<file path="src/rtl/mem_access_unit_pkg.sv">
// Shared encodings and helpers for the memory-stage access unit.
// Load/store type codes match the decode stage; state codes name the bus FSM.
package mem_access_unit_pkg;

  typedef enum logic [0:0] {
    MEM_IDLE = 1'b0,
    MEM_BUSY = 1'b1
  } mem_state_e;

  localparam logic [2:0] LOAD_DEF = 3'd0;
  localparam logic [2:0] LOAD_LB  = 3'd1;
  localparam logic [2:0] LOAD_LH  = 3'd2;
  localparam logic [2:0] LOAD_LW  = 3'd3;
  localparam logic [2:0] LOAD_LBU = 3'd4;
  localparam logic [2:0] LOAD_LHU = 3'd5;

  localparam logic [1:0] STORE_DEF = 2'd0;
  localparam logic [1:0] STORE_SB  = 2'd1;
  localparam logic [1:0] STORE_SH  = 2'd2;
  localparam logic [1:0] STORE_SW  = 2'd3;

  // Unrecognised type codes fall back to word width, the strictest alignment.
  function automatic logic misaligned_access(input logic is_load, input logic [2:0] lt,
                                             input logic [1:0] st, input logic [1:0] a);
    logic res;
    if (is_load) begin
      case (lt)
        LOAD_LB, LOAD_LBU: res = 1'b0;
        LOAD_LH, LOAD_LHU: res = a[0];
        default:           res = (a != 2'b00);
      endcase
    end else begin
      case (st)
        STORE_SB: res = 1'b0;
        STORE_SH: res = a[0];
        default:  res = (a != 2'b00);
      endcase
    end
    return res;
  endfunction

  function automatic logic [3:0] store_be(input logic [1:0] st, input logic [1:0] a);
    logic [3:0] be;
    case (st)
      STORE_SB: be = 4'b0001 << a;
      STORE_SH: be = a[1] ? 4'b1100 : 4'b0011;
      default:  be = 4'b1111;
    endcase
    return be;
  endfunction

  function automatic logic [31:0] store_wdata(input logic [1:0] st, input logic [31:0] d);
    logic [31:0] w;
    case (st)
      STORE_SB: w = {4{d[7:0]}};
      STORE_SH: w = {2{d[15:0]}};
      default:  w = d;
    endcase
    return w;
  endfunction

endpackage

</file>
<file path="src/rtl/mem_access_unit_if.sv">
// Single-port data-memory bus with a req/ready handshake.
interface mem_access_unit_if;
  logic        dmem_req;
  logic        dmem_we;
  logic [31:0] dmem_addr;
  logic [3:0]  dmem_be;
  logic [31:0] dmem_wdata;
  logic        dmem_ready;
  logic [31:0] dmem_rdata;

  modport master (
    output dmem_req, dmem_we, dmem_addr, dmem_be, dmem_wdata,
    input  dmem_ready, dmem_rdata
  );

  modport slave (
    input  dmem_req, dmem_we, dmem_addr, dmem_be, dmem_wdata,
    output dmem_ready, dmem_rdata
  );
endinterface

</file>
<file path="src/rtl/mem_access_unit_load_align.sv">
// Selects the addressed byte/halfword lane of a read word and sign/zero extends it.
module load_align
  import mem_access_unit_pkg::*;
(
  input  logic [31:0] rdata,
  input  logic [1:0]  addr_lo,
  input  logic [2:0]  load_type,
  output logic [31:0] data
);

  logic [7:0]  byte_lane;
  logic [15:0] half_lane;

  // Lane select and extension by load type.
  always_comb begin
    case (addr_lo)
      2'd0:    byte_lane = rdata[7:0];
      2'd1:    byte_lane = rdata[15:8];
      2'd2:    byte_lane = rdata[23:16];
      default: byte_lane = rdata[31:24];
    endcase
    half_lane = addr_lo[1] ? rdata[31:16] : rdata[15:0];
    case (load_type)
      LOAD_LB:  data = {{24{byte_lane[7]}}, byte_lane};
      LOAD_LBU: data = {24'd0, byte_lane};
      LOAD_LH:  data = {{16{half_lane[15]}}, half_lane};
      LOAD_LHU: data = {16'd0, half_lane};
      default:  data = rdata;
    endcase
  end

endmodule

</file>
<file path="src/rtl/mem_access_unit.sv">
// Memory stage: drives the data bus, stalls while an access is outstanding,
// and produces the MEM/WB register.
module mem_access_unit
  import mem_access_unit_pkg::*;
(
  input  logic                      clk,
  input  logic                      rst_n,
  input  logic                      in_valid,
  input  logic [31:0]               in_addr,
  input  logic [31:0]               in_store_data,
  input  logic                      in_mem_write,
  input  logic                      in_wb_load,
  input  logic [2:0]                in_load_type,
  input  logic [1:0]                in_store_type,
  input  logic [4:0]                in_rd,
  input  logic                      in_wb_reg_file,
  mem_access_unit_if.master         dmem,
  output logic                      mem_stall,
  output logic                      wb_valid,
  output logic [31:0]               wb_data,
  output logic [4:0]                wb_rd,
  output logic                      wb_reg_write,
  output logic                      wb_misalign
);

  mem_state_e  state, state_next;
  logic        is_mem_op, misaligned;
  logic [1:0]  addr_lo_r, addr_lo_next;
  logic [2:0]  load_type_r, load_type_next;
  logic        is_store_r, is_store_next;
  logic        reg_file_r, reg_file_next;
  logic [4:0]  rd_r, rd_next;
  logic        req_next, we_next;
  logic [31:0] addr_next, wdata_next;
  logic [3:0]  be_next;
  logic        wb_valid_next, wb_reg_write_next, wb_misalign_next;
  logic [31:0] wb_data_next, load_data;
  logic [4:0]  wb_rd_next;

  assign is_mem_op  = in_valid & (in_wb_load | (in_mem_write & (in_store_type != STORE_DEF)));
  assign misaligned = misaligned_access(in_wb_load, in_load_type, in_store_type, in_addr[1:0]);

  load_align u_load_align (
    .rdata     (dmem.dmem_rdata),
    .addr_lo   (addr_lo_r),
    .load_type (load_type_r),
    .data      (load_data)
  );

  // Next-state and next-register values; request fields hold unless changed.
  always_comb begin
    state_next        = state;
    mem_stall         = 1'b0;
    req_next          = dmem.dmem_req;
    we_next           = dmem.dmem_we;
    addr_next         = dmem.dmem_addr;
    be_next           = dmem.dmem_be;
    wdata_next        = dmem.dmem_wdata;
    addr_lo_next      = addr_lo_r;
    load_type_next    = load_type_r;
    is_store_next     = is_store_r;
    reg_file_next     = reg_file_r;
    rd_next           = rd_r;
    wb_valid_next     = 1'b0;
    wb_data_next      = wb_data;
    wb_rd_next        = wb_rd;
    wb_reg_write_next = 1'b0;
    wb_misalign_next  = 1'b0;
    case (state)
      MEM_IDLE: begin
        if (in_valid && !is_mem_op) begin
          wb_valid_next     = 1'b1;
          wb_data_next      = in_addr;
          wb_rd_next        = in_rd;
          wb_reg_write_next = in_wb_reg_file;
        end else if (is_mem_op && misaligned) begin
          wb_valid_next    = 1'b1;
          wb_misalign_next = 1'b1;
          wb_data_next     = 32'd0;
          wb_rd_next       = in_rd;
        end else if (is_mem_op) begin
          mem_stall      = 1'b1;
          state_next     = MEM_BUSY;
          req_next       = 1'b1;
          we_next        = ~in_wb_load;
          addr_next      = {in_addr[31:2], 2'b00};
          be_next        = in_wb_load ? 4'b1111 : store_be(in_store_type, in_addr[1:0]);
          wdata_next     = in_wb_load ? 32'd0 : store_wdata(in_store_type, in_store_data);
          addr_lo_next   = in_addr[1:0];
          load_type_next = in_load_type;
          is_store_next  = ~in_wb_load;
          reg_file_next  = in_wb_reg_file;
          rd_next        = in_rd;
        end else begin
          state_next = MEM_IDLE;
        end
      end
      MEM_BUSY: begin
        mem_stall = ~dmem.dmem_ready;
        if (dmem.dmem_ready) begin
          state_next        = MEM_IDLE;
          req_next          = 1'b0;
          we_next           = 1'b0;
          be_next           = 4'b0000;
          wb_valid_next     = 1'b1;
          wb_data_next      = is_store_r ? 32'd0 : load_data;
          wb_rd_next        = rd_r;
          wb_reg_write_next = ~is_store_r & reg_file_r;
        end else begin
          state_next = MEM_BUSY;
        end
      end
      default: state_next = MEM_IDLE;
    endcase
  end

  // State, bus request and MEM/WB registers.
  always_ff @(posedge clk) begin
    if (!rst_n) begin
      state           <= MEM_IDLE;
      dmem.dmem_req   <= 1'b0;
      dmem.dmem_we    <= 1'b0;
      dmem.dmem_addr  <= 32'd0;
      dmem.dmem_be    <= 4'b0000;
      dmem.dmem_wdata <= 32'd0;
      addr_lo_r       <= 2'd0;
      load_type_r     <= LOAD_DEF;
      is_store_r      <= 1'b0;
      reg_file_r      <= 1'b0;
      rd_r            <= 5'd0;
      wb_valid        <= 1'b0;
      wb_data         <= 32'd0;
      wb_rd           <= 5'd0;
      wb_reg_write    <= 1'b0;
      wb_misalign     <= 1'b0;
    end else begin
      state           <= state_next;
      dmem.dmem_req   <= req_next;
      dmem.dmem_we    <= we_next;
      dmem.dmem_addr  <= addr_next;
      dmem.dmem_be    <= be_next;
      dmem.dmem_wdata <= wdata_next;
      addr_lo_r       <= addr_lo_next;
      load_type_r     <= load_type_next;
      is_store_r      <= is_store_next;
      reg_file_r      <= reg_file_next;
      rd_r            <= rd_next;
      wb_valid        <= wb_valid_next;
      wb_data         <= wb_data_next;
      wb_rd           <= wb_rd_next;
      wb_reg_write    <= wb_reg_write_next;
      wb_misalign     <= wb_misalign_next;
    end
  end

endmodule

</file>
<file path="src/flat_wrapper.sv">
// flat-port wrapper written by rule: the top's interface ports become plain ports
module mem_access_unit_flat import mem_access_unit_pkg::*;
  (clk, rst_n, in_valid, in_addr, in_store_data, in_mem_write, in_wb_load, in_load_type, in_store_type, in_rd, in_wb_reg_file, mem_stall, wb_valid, wb_data, wb_rd, wb_reg_write, wb_misalign, dmem_dmem_req, dmem_dmem_we, dmem_dmem_addr, dmem_dmem_be, dmem_dmem_wdata, dmem_dmem_ready, dmem_dmem_rdata);
  mem_access_unit_if dmem_i ();
  input  logic clk;
  input  logic rst_n;
  input  logic in_valid;
  input  logic [31:0] in_addr;
  input  logic [31:0] in_store_data;
  input  logic in_mem_write;
  input  logic in_wb_load;
  input  logic [2:0] in_load_type;
  input  logic [1:0] in_store_type;
  input  logic [4:0] in_rd;
  input  logic in_wb_reg_file;
  output logic mem_stall;
  output logic wb_valid;
  output logic [31:0] wb_data;
  output logic [4:0] wb_rd;
  output logic wb_reg_write;
  output logic wb_misalign;
  output wire logic [$bits(dmem_i.dmem_req)-1:0] dmem_dmem_req;
  output wire logic [$bits(dmem_i.dmem_we)-1:0] dmem_dmem_we;
  output wire logic [$bits(dmem_i.dmem_addr)-1:0] dmem_dmem_addr;
  output wire logic [$bits(dmem_i.dmem_be)-1:0] dmem_dmem_be;
  output wire logic [$bits(dmem_i.dmem_wdata)-1:0] dmem_dmem_wdata;
  input wire logic [$bits(dmem_i.dmem_ready)-1:0] dmem_dmem_ready;
  input wire logic [$bits(dmem_i.dmem_rdata)-1:0] dmem_dmem_rdata;
  assign dmem_dmem_req = dmem_i.dmem_req;
  assign dmem_dmem_we = dmem_i.dmem_we;
  assign dmem_dmem_addr = dmem_i.dmem_addr;
  assign dmem_dmem_be = dmem_i.dmem_be;
  assign dmem_dmem_wdata = dmem_i.dmem_wdata;
  assign dmem_i.dmem_ready = dmem_dmem_ready;
  assign dmem_i.dmem_rdata = dmem_dmem_rdata;
  mem_access_unit u_core (.clk(clk), .rst_n(rst_n), .in_valid(in_valid), .in_addr(in_addr), .in_store_data(in_store_data), .in_mem_write(in_mem_write), .in_wb_load(in_wb_load), .in_load_type(in_load_type), .in_store_type(in_store_type), .in_rd(in_rd), .in_wb_reg_file(in_wb_reg_file), .dmem(dmem_i), .mem_stall(mem_stall), .wb_valid(wb_valid), .wb_data(wb_data), .wb_rd(wb_rd), .wb_reg_write(wb_reg_write), .wb_misalign(wb_misalign));
endmodule
</file>
<file path="config.mk">
export PLATFORM = sky130hd
export DESIGN_NAME = mem_access_unit_flat
export DESIGN_NICKNAME = d
export VERILOG_FILES = /design/src/rtl/mem_access_unit_pkg.sv /design/src/rtl/mem_access_unit_if.sv /design/src/rtl/mem_access_unit_load_align.sv /design/src/rtl/mem_access_unit.sv /design/src/flat_wrapper.sv
export SDC_FILE = /design/constraint.sdc
export NUM_CORES = 1
export LEC_CHECK = 0
export CAP_MARGIN = 20
export CORE_MARGIN = 5
export CORE_UTILIZATION = 45
export DETAILED_ROUTE_END_ITERATION = 16
export GPL_TIMING_DRIVEN = 0
export MAX_ROUTING_LAYER = met4
export PLACE_DENSITY = 0.81
export SYNTH_ARGS = -nofsm -noshare
export SYNTH_HDL_FRONTEND = slang
export SYNTH_SLANG_ARGS = --single-unit
</file>
<file path="constraint.sdc">
create_clock -name clk -period 2.3 [get_ports clk]
set_input_delay 0.345 -clock clk [delete_from_list [all_inputs] [get_ports clk]]
set_output_delay 0.345 -clock clk [all_outputs]
set_load 0.02 [all_outputs]
</file>
==> impl_results.md <==
* Hold_ws at 360 ps
* Die Span X at 126 µm
* Initial DRC count at 616
* Register area at 2420 µm²
* Metal2 WL at 10200 µm
* Total track usage at 0.282
* # placed instances at 1070
* Clk_skew at 5.60 ps
* Worst path required time at 1960 ps
* Initial Utilization at 0.457
* H-tree depth at 4
* Hold_buf cts at 0
* Clock latency on the worst-skew pair at 420 ps
* Final setup violation count at 0
* Status: complete, no violations
* Root buf cell: clkbuf_16
* Hold path start: in_load_type[0]
* CTS Sinks at 121
* Fin. Hold Viols at 0
* Lkg Pwr at 3.26 nW
* I/O Buffers at 219
* Final WL at 22400 µm
* Congestion Overflow GR at 0
* Endpoint class of the critical path: primary output
* Slew headroom at 0.308
* Via Count at 6399
* Cell Area, Synth at 6020 µm²
* Minimum clock period at 2230 ps
* Syn_area_per_cell at 8.93 µm²
* Worst Setup Start Kind: input port
* Worst vdd ir at 0.512 mV
* WL met3 at 1990 µm
* P&R area growth vs syn at 50.8%
* YS warnings at 0
* Fin Setup TNS at 0 ps
* Critical path class: input port to primary output
* Worst Tran Pin Value at 1030 ps
* Vias in the first global route at 6048
* Post-synth ARST share at 0
* Detailed-routing iteration count for the pre-antenna-repair pass at 5
* Share of post-route cells with drive strength above 1 at 0.120
* Crit path max-delay family: buffers and inverters
* DP HPWL at 16400 µm
* First-pass GRT wire length at 34100 µm
* Fin. max-slew vios at 0
* Crit share post-route at 0.971
* DR WL/cell at 20.3 µm
* Buf/Inv on CP at 3
* Slowest cell on crit path: clkdlybuf4s50_1
* Placeable Area at 13200 µm²
* Total Power at 6.34 mW
* Critical Path AT at 1890 ps
* Layout Nets at 1035
* Final ANT Viol Nets at 0
* Critical path, cell by cell: clkdlybuf4s50_1 > nor4b_1 > a32o_2 > o31ai_4 > buf_6 > o21ai_1 > buf_4
* Reg clk slew, reported paths at 50 ps
* Netlist cell types at 54
* Die ar. at 15800 µm²
* EDFF count, synth at 0
* Via/cell ratio at 5.78
* Final Non-Filler Cells at 1107
* Sequential fraction of the synthesis area at 0.402
* Crit Path Max Fanout at 3
* GP Congestion at 0.972
* Main flop type after synthesis: dfxtp_1
* I/O pin count at 224
* CTS tree: built
* Max Clk Rate at 448 MHz
* Reg2reg start: u_core.load_type_r[2]
* CTS Buf Count at 17
* Pwr dens at 698 nW/µm²
* Delay of the slowest critical-path stage at 450 ps
* Number of max-cap violations at 0
* Register bit total from synthesis at 121
* Initial antenna violation count at 1
* Area occupied by multi-input gates at 3290 µm²
* Fillers at 1077
* Top Layer Used: met4
* Die extent in y at 126 µm
* Largest net degree at the start of global routing at 17
* Cell Rows at 42
* Synth Instances at 674
* Met1 WL at 9330 µm
* HP Class: input port to register
* Clock Tree Buf Depth at 2
* Drt drc at 0
* Crit path launch: in_load_type[1]
-- flip-flops by register name (all words and copies together) (netlist names), 2 cells and up --
| signal | cells |
|---|---|
| u_core.dmem.dmem_addr | 30 |
| u_core.rd_r | 5 |
| u_core.dmem.dmem_wdata | 32 |
| u_core.addr_lo_r | 2 |
| u_core.dmem.dmem_be | 4 |
| u_core.wb_rd | 5 |
| u_core.wb_data | 32 |
| u_core.load_type_r | 3 |
-- synth_stat cells, types with 4 or more instances --
| cell type | count | share of area |
|---|---|---|
| nand3b_1 | 8 | 0.010 |
| a222oi_1 | 7 | 0.012 |
| o221ai_1 | 16 | 0.023 |
| inv_1 | 4 | 0.0025 |
| a21boi_1 | 54 | 0.067 |
| mux2i_1 | 20 | 0.033 |
| clkbuf_1 | 38 | 0.024 |
| o31ai_1 | 33 | 0.041 |
| o21bai_1 | 7 | 0.0087 |
| mux4_2 | 8 | 0.030 |
| a32o_1 | 17 | 0.028 |
| a31oi_1 | 31 | 0.032 |
| nor3_1 | 5 | 0.0042 |
| nor2_1 | 8 | 0.0050 |
| o21ai_1 | 10 | 0.0083 |
| o211a_1 | 6 | 0.010 |
| dfxtp_1 | 121 | 0.40 |
| buf_6 | 5 | 0.0093 |
| nand2_1 | 126 | 0.079 |
| buf_2 | 17 | 0.014 |
| buf_1 | 4 | 0.0025 |
| nor4_1 | 4 | 0.0042 |
| or2_2 | 17 | 0.018 |
| o2111ai_1 | 7 | 0.010 |
| nand3_1 | 5 | 0.0042 |
| o21ai_0 | 9 | 0.0075 |
| or3_1 | 8 | 0.0083 |
| nor2b_1 | 14 | 0.015 |
| buf_4 | 6 | 0.0075 |
| a21oi_1 | 12 | 0.010 |
| a22oi_1 | 8 | 0.010 |
| o2bb2ai_1 | 8 | 0.012 |
-- cell families (layout without fill, tap and decap cells) --
group                      after synthesis  in the layout  synth area share
AOI/OAI and AO/OA                      235            235             0.295
and+or+nand+nor                        210            210             0.170
DFF                                    121            121             0.402
buffers and inverters                   74            329            0.0596
muxes                                   29             29            0.0650
adders and majority gates                3              3           0.00623
other                                    1              3          0.000623
xor gates and xnor gates                 1              1           0.00145
-- final timing paths --
check	end	slack, ps	depth (start not counted)
max reg2reg	u_core.wb_data[28]	140	6
min	u_core.load_type_r[0]	360	3
min reg2reg	u_core.dmem.dmem_addr[27]	450	2
max	mem_stall	70	7
-- area by class of cell --
class	instances	area share
Antenna cell	1	0.000275
Multi-Input combinational cell	480	0.363
Tap cell	176	0.0242
Clock buffer	21	0.0507
Inverter	4	0.00165
Buffer	70	0.0399
Timing Repair Buffer	225	0.245
Sequential cell	121	0.267
Clock inverter	9	0.00840
-- worst register-to-register path: stages (launching register included) --
cell and delay, ps:
dfxtp_1 290, buf_2 170, o21a_1 230, nor2_1 410, clkbuf_1 500, o221ai_1 280
a31oi_1 210
-- power breakdown --
group / leakage [nW] / total (mW) / switching (mW) / internal [mW]
registers: 0.988 / 2.33 / 0.0816 / 2.25
clock network: 0.268 / 2.47 / 0.958 / 1.52
logic: 2.01 / 1.54 / 0.826 / 0.711
-- per-stage QoR --
| step | area (µm²) | util | setup WS, ps |
|---|---|---|---|
| 2_1_floorplan | 6030 | - | 311 |
| 4_1_cts | 9050 | 0.686 | 24.3 |
| 6_report | 9080 | 0.689 | 65.8 |
| 3_5_place_dp | 8440 | 0.640 | -967 |
| 5_1_grt | 9080 | 0.689 | -9.36 |
| 3_3_place_gp | 8440 | 0.640 | -938 |
-- repair_timing --
item                       CTS  global route
cloned                       0             0
setup buffers                6             0
pin swaps                    4             0
hold endpoints to repair     0             0
setup endpoints to repair   54            47
gates resized for setup     21            14
-- metal layers --
metal	up-vias	GRT usage
met2	322	0.420
li1	2978	-
met1	3043	0.358
met5	-	-
met4	0	0.129
met3	56	0.0758
-- cell usage in the layout (no fill, tap or decap), drive strengths merged, types with 2 or more instances in the layout --
| master | synthesis | routed |
|---|---|---|
| clkdlybuf4s50 | 0 | 213 |
| nand2 | 126 | 126 |
| dfxtp | 121 | 121 |
| clkbuf | 38 | 63 |
| a21boi | 54 | 54 |
| buf | 32 | 35 |
| o31ai | 34 | 34 |
| a31oi | 31 | 31 |
| mux2i | 20 | 20 |
| or2 | 19 | 19 |
| o21ai | 19 | 19 |
| a32o | 17 | 17 |
| o221ai | 16 | 16 |
| nor2b | 14 | 14 |
| a21oi | 13 | 13 |
| nor2 | 10 | 10 |
| mux4 | 8 | 8 |
| or3 | 8 | 8 |
| a22oi | 8 | 8 |
| o2bb2ai | 8 | 8 |
| nand3b | 8 | 8 |
| o21bai | 7 | 7 |
| a222oi | 7 | 7 |
| o2111ai | 7 | 7 |
| clkinv | 0 | 7 |
| o211a | 6 | 6 |
| nor3 | 6 | 6 |
| nand3 | 5 | 5 |
| nor4 | 4 | 4 |
| dlygate4sd2 | 0 | 4 |
| inv | 4 | 4 |
| and2 | 3 | 3 |
| ha | 3 | 3 |
| nand2b | 2 | 2 |
| o21ba | 2 | 2 |
| o31a | 2 | 2 |
| o21a | 2 | 2 |
| conb | 1 | 2 |
Power figures use the tool's default switching activity.
